File: config.mk
export PLATFORM = sky130hd
export DESIGN_NAME = aes128_req_sequencer_flat
export DESIGN_NICKNAME = d
export VERILOG_FILES = /design/src/rtl/aes128_req_sequencer_if.sv /design/src/rtl/aes128_req_sequencer.sv /design/src/flat_wrapper.sv
export SDC_FILE = /design/constraint.sdc
export NUM_CORES = 1
export LEC_CHECK = 0
export CAP_MARGIN = 20
export CORE_AREA = 4 4 304 306
export DETAILED_ROUTE_END_ITERATION = 7
export DIE_AREA = 0 0 308 310
export PLACE_DENSITY = 0.41
export SLEW_MARGIN = 10
export SYNTH_ARGS = -nofsm -noshare
export SYNTH_HDL_FRONTEND = slang
export SYNTH_SLANG_ARGS = --single-unit
export TNS_END_PERCENT = 100
File: constraint.sdc
create_clock -name clk -period 1.85 [get_ports clk]
set_input_delay 0.2775 -clock clk [delete_from_list [all_inputs] [get_ports clk]]
set_output_delay 0.2775 -clock clk [all_outputs]
set_load 0.05 [all_outputs]
File: src/rtl/aes128_req_sequencer_if.sv
// Host-side request/response channels of aes128_req_sequencer.
//
// Handshake rule for both channels: a beat transfers on a rising clk edge
// where valid and ready are both high. The source holds valid and its payload
// stable until that edge. The sink may raise or lower ready freely.
//
// Signals
//   req_valid      host -> seq  request valid
//   req_ready      seq  -> host sequencer can accept a request
//   req_plaintext  host -> seq  128-bit plaintext, sampled on the request beat
//   req_key        host -> seq  128-bit key, sampled on the request beat
//   rsp_valid      seq  -> host response valid
//   rsp_ready      host -> seq  host accepts the response
//   rsp_ciphertext seq  -> host ciphertext; zero unless rsp_status is OK
//   rsp_status     seq  -> host 00 OK, 01 FAULT, 10 TIMEOUT, 11 LOCKED
interface aes128_req_sequencer_if;
  logic         req_valid;
  logic         req_ready;
  logic [127:0] req_plaintext;
  logic [127:0] req_key;
  logic         rsp_valid;
  logic         rsp_ready;
  logic [127:0] rsp_ciphertext;
  logic [1:0]   rsp_status;

  // Host side.
  modport master (
    output req_valid, req_plaintext, req_key, rsp_ready,
    input  req_ready, rsp_valid, rsp_ciphertext, rsp_status
  );

  // Sequencer side.
  modport slave (
    input  req_valid, req_plaintext, req_key, rsp_ready,
    output req_ready, rsp_valid, rsp_ciphertext, rsp_status
  );
endinterface

File: src/rtl/aes128_req_sequencer.sv
// aes128_req_sequencer
// Host-side requester for the hardened AES-128 top. It accepts one encrypt
// request at a time, launches the AES top with a one-cycle start pulse and
// waits for a result or a fault alert. Faults and timeouts are retried after
// an idle gap. Too many cumulative failures put the block into a sticky
// lockout. In lockout every later request is answered with status LOCKED.
// This block is the only driver of the AES start/plaintext/key inputs.
//
// Ports
//   clk, rst_n         clock, asynchronous active-low reset
//   host               request/response channels (slave modport)
//   aes_start_o        one-cycle launch pulse to the AES top
//   aes_plaintext_o    captured plaintext, stable across retries
//   aes_key_o          captured key, stable across retries
//   aes_ciphertext_i   AES top ciphertext
//   aes_valid_i        AES top result valid
//   aes_busy_i         AES top busy; the retry gap only counts while low
//   aes_fault_alert_i  AES top redundancy mismatch alert
//   lockout_o          sticky lockout indicator
//   fault_count_o      cumulative failed attempts since reset, saturating
//   state_o            current FSM state (debug)
module aes128_req_sequencer #(
  parameter int unsigned MAX_RETRY      = 2,
  parameter int unsigned TIMEOUT_CYCLES = 64,
  parameter int unsigned RETRY_GAP      = 4,
  parameter int unsigned LOCK_THRESHOLD = 8
) (
  input  logic                         clk,
  input  logic                         rst_n,
  aes128_req_sequencer_if.slave        host,
  output logic                         aes_start_o,
  output logic [127:0]                 aes_plaintext_o,
  output logic [127:0]                 aes_key_o,
  input  logic [127:0]                 aes_ciphertext_i,
  input  logic                         aes_valid_i,
  input  logic                         aes_busy_i,
  input  logic                         aes_fault_alert_i,
  output logic                         lockout_o,
  output logic [7:0]                   fault_count_o,
  output logic [2:0]                   state_o
);

  localparam int unsigned TMR_W = (TIMEOUT_CYCLES > 1) ? $clog2(TIMEOUT_CYCLES) : 1;
  localparam int unsigned GAP_W = (RETRY_GAP > 1) ? $clog2(RETRY_GAP) : 1;
  localparam int unsigned RTY_W = (MAX_RETRY > 0) ? $clog2(MAX_RETRY + 1) : 1;

  localparam logic [1:0] RS_OK      = 2'b00;
  localparam logic [1:0] RS_FAULT   = 2'b01;
  localparam logic [1:0] RS_TIMEOUT = 2'b10;
  localparam logic [1:0] RS_LOCKED  = 2'b11;

  typedef enum logic [2:0] {
    ST_IDLE   = 3'd0,
    ST_LAUNCH = 3'd1,
    ST_WAIT   = 3'd2,
    ST_GAP    = 3'd3,
    ST_RESP   = 3'd4,
    ST_LOCKED = 3'd5
  } state_e;

  state_e             state_q, state_d;
  logic [127:0]       pt_q, pt_d;
  logic [127:0]       key_q, key_d;
  logic [127:0]       ct_q, ct_d;
  logic [1:0]         status_q, status_d;
  logic [RTY_W-1:0]   retry_q, retry_d;
  logic [TMR_W-1:0]   timer_q, timer_d;
  logic [GAP_W-1:0]   gap_q, gap_d;
  logic [7:0]         fcnt_q, fcnt_d;
  logic               lock_q, lock_d;
  // In LOCKED: a LOCKED response is owed to the host.
  logic               lpend_q, lpend_d;

  // Attempt outcome decode. This is only meaningful in WAIT.
  // Fault alert wins over valid, and valid wins over the timeout.
  logic               in_wait;
  logic               timer_last;
  logic               attempt_fail;
  logic [1:0]         fail_status;
  logic [7:0]         fcnt_inc;
  logic               lock_hit;
  logic               retry_left;
  logic               gap_done;

  always_comb begin
    in_wait      = (state_q == ST_WAIT);
    timer_last   = (timer_q == TMR_W'(TIMEOUT_CYCLES - 1));
    attempt_fail = in_wait && (aes_fault_alert_i || (!aes_valid_i && timer_last));
    fail_status  = aes_fault_alert_i ? RS_FAULT : RS_TIMEOUT;
    fcnt_inc     = (fcnt_q == 8'hFF) ? 8'hFF : (fcnt_q + 8'd1);
    lock_hit     = (fcnt_inc >= 8'(LOCK_THRESHOLD));
    retry_left   = (retry_q < RTY_W'(MAX_RETRY));
    gap_done     = !aes_busy_i && (gap_q == GAP_W'(RETRY_GAP - 1));
  end

  // State register. Reset is asynchronous, so the captured key is cleared the
  // moment rst_n falls.
  always_ff @(posedge clk or negedge rst_n) begin
    if (!rst_n) begin
      state_q <= ST_IDLE;
    end else begin
      state_q <= state_d;
    end
  end

  // Next-state logic.
  always_comb begin
    state_d = state_q;
    case (state_q)
      ST_IDLE: begin
        if (host.req_valid) state_d = ST_LAUNCH;
      end
      ST_LAUNCH: state_d = ST_WAIT;
      ST_WAIT: begin
        if (attempt_fail) begin
          // A lockout ends the request at once, even if retries remain.
          if (lock_hit || !retry_left) state_d = ST_RESP;
          else                         state_d = ST_GAP;
        end else if (aes_valid_i) begin
          state_d = ST_RESP;
        end
      end
      ST_GAP: begin
        if (gap_done) state_d = ST_LAUNCH;
      end
      ST_RESP: begin
        if (host.rsp_ready) state_d = lock_q ? ST_LOCKED : ST_IDLE;
      end
      ST_LOCKED: state_d = ST_LOCKED;
      default:   state_d = ST_IDLE;
    endcase
  end

  // Datapath next-state logic.
  always_comb begin
    pt_d     = pt_q;
    key_d    = key_q;
    ct_d     = ct_q;
    status_d = status_q;
    retry_d  = retry_q;
    timer_d  = timer_q;
    gap_d    = gap_q;
    fcnt_d   = fcnt_q;
    lock_d   = lock_q;
    lpend_d  = lpend_q;
    case (state_q)
      ST_IDLE: begin
        if (host.req_valid) begin
          pt_d    = host.req_plaintext;
          key_d   = host.req_key;
          retry_d = '0;
        end
      end
      ST_LAUNCH: timer_d = '0;
      ST_WAIT: begin
        timer_d = timer_q + 1'b1;
        if (attempt_fail) begin
          fcnt_d   = fcnt_inc;
          status_d = fail_status;
          if (lock_hit) begin
            lock_d = 1'b1;
          end else if (retry_left) begin
            retry_d = retry_q + 1'b1;
            gap_d   = '0;
          end
        end else if (aes_valid_i) begin
          ct_d     = aes_ciphertext_i;
          status_d = RS_OK;
        end
      end
      ST_GAP: begin
        // The gap counter advances only on cycles where the AES top is idle.
        if (!aes_busy_i) gap_d = gap_q + 1'b1;
      end
      ST_RESP: begin
        if (host.rsp_ready) begin
          pt_d     = '0;
          key_d    = '0;
          ct_d     = '0;
          status_d = RS_OK;
        end
      end
      ST_LOCKED: begin
        if (lpend_q) begin
          if (host.rsp_ready) lpend_d = 1'b0;
        end else if (host.req_valid) begin
          lpend_d = 1'b1;
        end
      end
      default: ;
    endcase
  end

  always_ff @(posedge clk or negedge rst_n) begin
    if (!rst_n) begin
      pt_q     <= '0;
      key_q    <= '0;
      ct_q     <= '0;
      status_q <= RS_OK;
      retry_q  <= '0;
      timer_q  <= '0;
      gap_q    <= '0;
      fcnt_q   <= '0;
      lock_q   <= 1'b0;
      lpend_q  <= 1'b0;
    end else begin
      pt_q     <= pt_d;
      key_q    <= key_d;
      ct_q     <= ct_d;
      status_q <= status_d;
      retry_q  <= retry_d;
      timer_q  <= timer_d;
      gap_q    <= gap_d;
      fcnt_q   <= fcnt_d;
      lock_q   <= lock_d;
      lpend_q  <= lpend_d;
    end
  end

  // Output logic. Every output is a function of registered state only.
  logic [1:0] rsp_status;

  always_comb begin
    host.req_ready  = (state_q == ST_IDLE) || ((state_q == ST_LOCKED) && !lpend_q);
    host.rsp_valid  = (state_q == ST_RESP) || ((state_q == ST_LOCKED) && lpend_q);
    rsp_status      = ((state_q == ST_LOCKED) && lpend_q) ? RS_LOCKED : status_q;
    host.rsp_status = rsp_status;
    // Ciphertext only leaves the block when the status is OK.
    host.rsp_ciphertext = (rsp_status == RS_OK) ? ct_q : '0;
    aes_start_o     = (state_q == ST_LAUNCH);
    aes_plaintext_o = pt_q;
    aes_key_o       = key_q;
    lockout_o       = lock_q;
    fault_count_o   = fcnt_q;
    state_o         = state_q;
  end

endmodule
File: src/flat_wrapper.sv
// flat-port wrapper written by rule: the top's interface ports become plain ports
module aes128_req_sequencer_flat 
#(
  parameter int unsigned MAX_RETRY      = 2,
  parameter int unsigned TIMEOUT_CYCLES = 64,
  parameter int unsigned RETRY_GAP      = 4,
  parameter int unsigned LOCK_THRESHOLD = 8
)
  (clk, rst_n, aes_start_o, aes_plaintext_o, aes_key_o, aes_ciphertext_i, aes_valid_i, aes_busy_i, aes_fault_alert_i, lockout_o, fault_count_o, state_o, host_req_valid, host_req_plaintext, host_req_key, host_rsp_ready, host_req_ready, host_rsp_valid, host_rsp_ciphertext, host_rsp_status);
  aes128_req_sequencer_if host_i ();
  input  logic clk;
  input  logic rst_n;
  output logic aes_start_o;
  output logic [127:0] aes_plaintext_o;
  output logic [127:0] aes_key_o;
  input  logic [127:0] aes_ciphertext_i;
  input  logic aes_valid_i;
  input  logic aes_busy_i;
  input  logic aes_fault_alert_i;
  output logic lockout_o;
  output logic [7:0] fault_count_o;
  output logic [2:0] state_o;
  input wire logic [$bits(host_i.req_valid)-1:0] host_req_valid;
  input wire logic [$bits(host_i.req_plaintext)-1:0] host_req_plaintext;
  input wire logic [$bits(host_i.req_key)-1:0] host_req_key;
  input wire logic [$bits(host_i.rsp_ready)-1:0] host_rsp_ready;
  output wire logic [$bits(host_i.req_ready)-1:0] host_req_ready;
  output wire logic [$bits(host_i.rsp_valid)-1:0] host_rsp_valid;
  output wire logic [$bits(host_i.rsp_ciphertext)-1:0] host_rsp_ciphertext;
  output wire logic [$bits(host_i.rsp_status)-1:0] host_rsp_status;
  assign host_i.req_valid = host_req_valid;
  assign host_i.req_plaintext = host_req_plaintext;
  assign host_i.req_key = host_req_key;
  assign host_i.rsp_ready = host_rsp_ready;
  assign host_req_ready = host_i.req_ready;
  assign host_rsp_valid = host_i.rsp_valid;
  assign host_rsp_ciphertext = host_i.rsp_ciphertext;
  assign host_rsp_status = host_i.rsp_status;
  aes128_req_sequencer #(.MAX_RETRY(MAX_RETRY), .TIMEOUT_CYCLES(TIMEOUT_CYCLES), .RETRY_GAP(RETRY_GAP), .LOCK_THRESHOLD(LOCK_THRESHOLD)) u_core (.clk(clk), .rst_n(rst_n), .host(host_i), .aes_start_o(aes_start_o), .aes_plaintext_o(aes_plaintext_o), .aes_key_o(aes_key_o), .aes_ciphertext_i(aes_ciphertext_i), .aes_valid_i(aes_valid_i), .aes_busy_i(aes_busy_i), .aes_fault_alert_i(aes_fault_alert_i), .lockout_o(lockout_o), .fault_count_o(fault_count_o), .state_o(state_o));
endmodule
==> metrics.txt <==
status=finished, violations left; violated checks=negative setup slack; worst hold slack=0.177 ns; Crit path required time=1.57 ns; R2R setup slack=-0.41 ns; vias per cell=4.19; net count after synthesis=1549; unrepaired setup endpoints after global routing=true; syn avg cell area=13.6 um^2; clk buf depth=3; Synth Cell Area=0.0158 mm^2; gr ovfl total=0; pre-CTS setup slack=-0.336 ns; IO buf count=791; worst r2r path cells=14; share of cells above drive strength 1=34.4%; reg2reg end=u_core.ct_q[53]; post-layout minimum cycle time=2.35 ns; Area Overhead vs Synth=95.5%; Slew Limit Fails=0; Worst setup SP type=flop; end of the critical path=host_rsp_ciphertext[29]; Skew-Pair Late Insertion Delay=0.58 ns; Combinational Power Share=59.1%; MaxCap Viol Count=0; Final ANT Viol Nets=0; max frequency=425 MHz; Yosys top cell area share=65.0%; Reg2Reg Launch Point=u_core.state_o[2]; synth unique cells=53; H-tree depth=2; clk root buf=clkbuf_16; final hold violations=0; P_leak=14.4 nW; Top Ports=792; final setup violation count=537; number of flops mapped to enable cells by yosys=0; CP Class=flop to output port; Overall Global Routing Usage=15.0%; cell area power density=2070 mW/mm^2; drt first pass iters=6; ys flop type=dfrtp_1; CP endpoint kind=output port; routed len/inst=23.0 um; CTS Buf Count=52; Psw=28.3 mW; Synth area leaders=dfrtp_1, a22o_1, and2_1, buf_2, clkbuf_1; Core ar.=0.0896 mm^2; clock share of power=16.4%; Seq cells post-synth=409; final worst path period share=127%; clk slew on worst S/H paths=0.06 ns; Post-Syn Instances=1155; Yosys top cell by area=dfrtp_1; Async S/R FF share, synth=100%; detailed placement HPWL=55300 um; min-delay worst type=input port to asynchronous set/reset pin; Worst Path Max Fanout=24; initial core utilization=17.6%; DRC=0; slew margin rel.=63.4%; Die Wd=308 um; CTS tree=built; final worst-path setup slack=-0.504 ns; Slew @ Worst Pin=0.551 ns; Tot Pwr=63.7 mW; first-pass GRT wire length=107000 um; Worst IR Drop VDD=1.02 mV; Worst Setup SP=u_core.state_o[2]; synth warn=0; vias=14.0k; largest net degree at the start of global routing=69; Internal Power=35.4 mW; Seq/Total Area, Yosys=65.0%; setup_tns=-161.82 ns; DRT iter0 DRCs=552; RePlAce Congestion=0.785; Worst Path Arrival=2.08 ns; Clock Skew=0.0125 ns; num rows=110; nets=2498; Sw Ratio=44.4%; Die Ht=310 um; sequential share of power=24.5%; Final Core Density=34.4%; Clock Sinks=409; Total Wirelength=76600 um; DIE AREA=0.0955 mm^2; vias in the first global route=15.3k; initial antenna violation count=25
layout make-up:
cell class,instances,area [um^2]
antenna,13,32.5
inverter,1,3.75
multi-input combinational,641,5500
sequential,409,10200
clock inverter,18,221
clock buffer,77,1530
tap,1176,1470
fill,8870,58800
timing repair buffer,999,11800
flip-flops by register name, indices dropped and copies added (netlist names):
name                    cells
u_core.lpend_q              1
u_core.ct_q               128
u_core.timer_q              6
u_core.status_q             2
u_core.gap_q                2
u_core.state_o              3
u_core.aes_plaintext_o    128
u_core.aes_key_o          128
u_core.retry_q              2
u_core.lockout_o            1
u_core.fault_count_o        8
through the flow:
step | cell area (um^2) | cells
floorplan | 16300 | 1155
global placement | 27200 | 3129
detailed placement | 27200 | 3129
CTS | 30500 | 3312
global route | 30800 | 3330
finish | 30800 | 3334
layout by cell type (no fill, tap or decap), types with 2 or more instances in the layout:
master           count
buf_16              25
nor2_4               5
buf_12             181
nand4b_1             2
o21ai_0             13
a21oi_1              4
dfrtp_2              7
nand3_1              7
o211ai_1             2
clkbuf_16           61
clkbuf_8            11
mux2_2               4
a21o_1               2
a31oi_1              3
buf_6               33
nor2b_2              2
diode_2             13
nor2b_1              2
nor2_1              12
nand2b_1             5
nand2_1             17
buf_4              225
nand2b_4             3
clkinv_2            11
nor3_1               2
dlygate4sd2_1      121
clkbuf_1            13
nand2_8              3
nand4_1              2
bufinv_16            5
a22o_1             388
clkdlybuf4s50_1    389
dfrtp_1            402
ha_1                 3
and2_4             128
buf_8               14
per-layer routing:
layer	track usage, %	vias up	routed length [um]
met2	27.3	603	39600
met3	6.15	121	7610
li1	-	6278	-
met5	0	-	57
met4	4.25	8	2000
met1	16.0	6961	27300
synth_stat cells (all sizes together) (3+ instances only):
cell type,n
clkbuf,46
nor2,17
nand3,8
mux2,4
a22o,388
buf,60
nand2b,8
o21ai,14
nand2,19
and2,129
ha,3
dfrtp,409
a21oi,5
nor2b,5
a31oi,3
how the worst min path moves through the flow:
stage / start / to / slack, ns / cells past startpoint
2_1_floorplan: rst_n / u_core.aes_key_o[0] / -0.02 / 0
5_1_grt: rst_n / u_core.ct_q[23] / 0.15 / 2
3_3_place_gp: rst_n / u_core.ct_q[23] / 0.14 / 1
3_5_place_dp: rst_n / u_core.ct_q[23] / 0.13 / 1
6_report: rst_n / u_core.ct_q[36] / 0.18 / 2
4_1_cts: rst_n / u_core.ct_q[36] / 0.11 / 2
power groups by stage:
stage,Sequential (mW),Clock [mW],Combinational [mW]
final,15.6,10.4,37.7
after global routing,16.1,11.2,39.3
after CTS,15.6,10.8,37.7
after detailed placement,15.6,0,36.2
after global placement,15.7,0,36.0
after floorplan,24.0,0,12.8
repair_timing:
item | in CTS | in global routing
hold buffers | 1 | 0
endpoints found under the setup margin | 459 | 543
cloned | 30 | 9
pin swaps | 18 | 27
setup buffers | 58 | 18
gates resized for setup | 207 | 59
endpoints found under the hold margin | 233 | 0
logic make-up (layout without fill, tap and decap cells):
logic type | after synthesis | count (layout) | share of synthesized area (%)
fa+ha+maj | 3 | 3 | 0.238
simple gates | 201 | 203 | 7.71
compound gates | 428 | 428 | 23.4
buf+inv | 107 | 1095 | 3.24
flops | 409 | 409 | 65.0
mux | 6 | 6 | 0.413
other cells | 0 | 13 | 0
xor+xnor | 1 | 1 | 0.0556
critical path: stages, from the launching register on:
cell and delay [ns]:
dfrtp_2 0.41, nor2b_4 0.13, nand3_2 0.08, nand2b_4 0.07, nor2_4 0.16, buf_12 0.17
buf_16 0.17, and2_4 0.17, buf_12 0.13
Note: power is estimated with default switching activity, not from simulation.
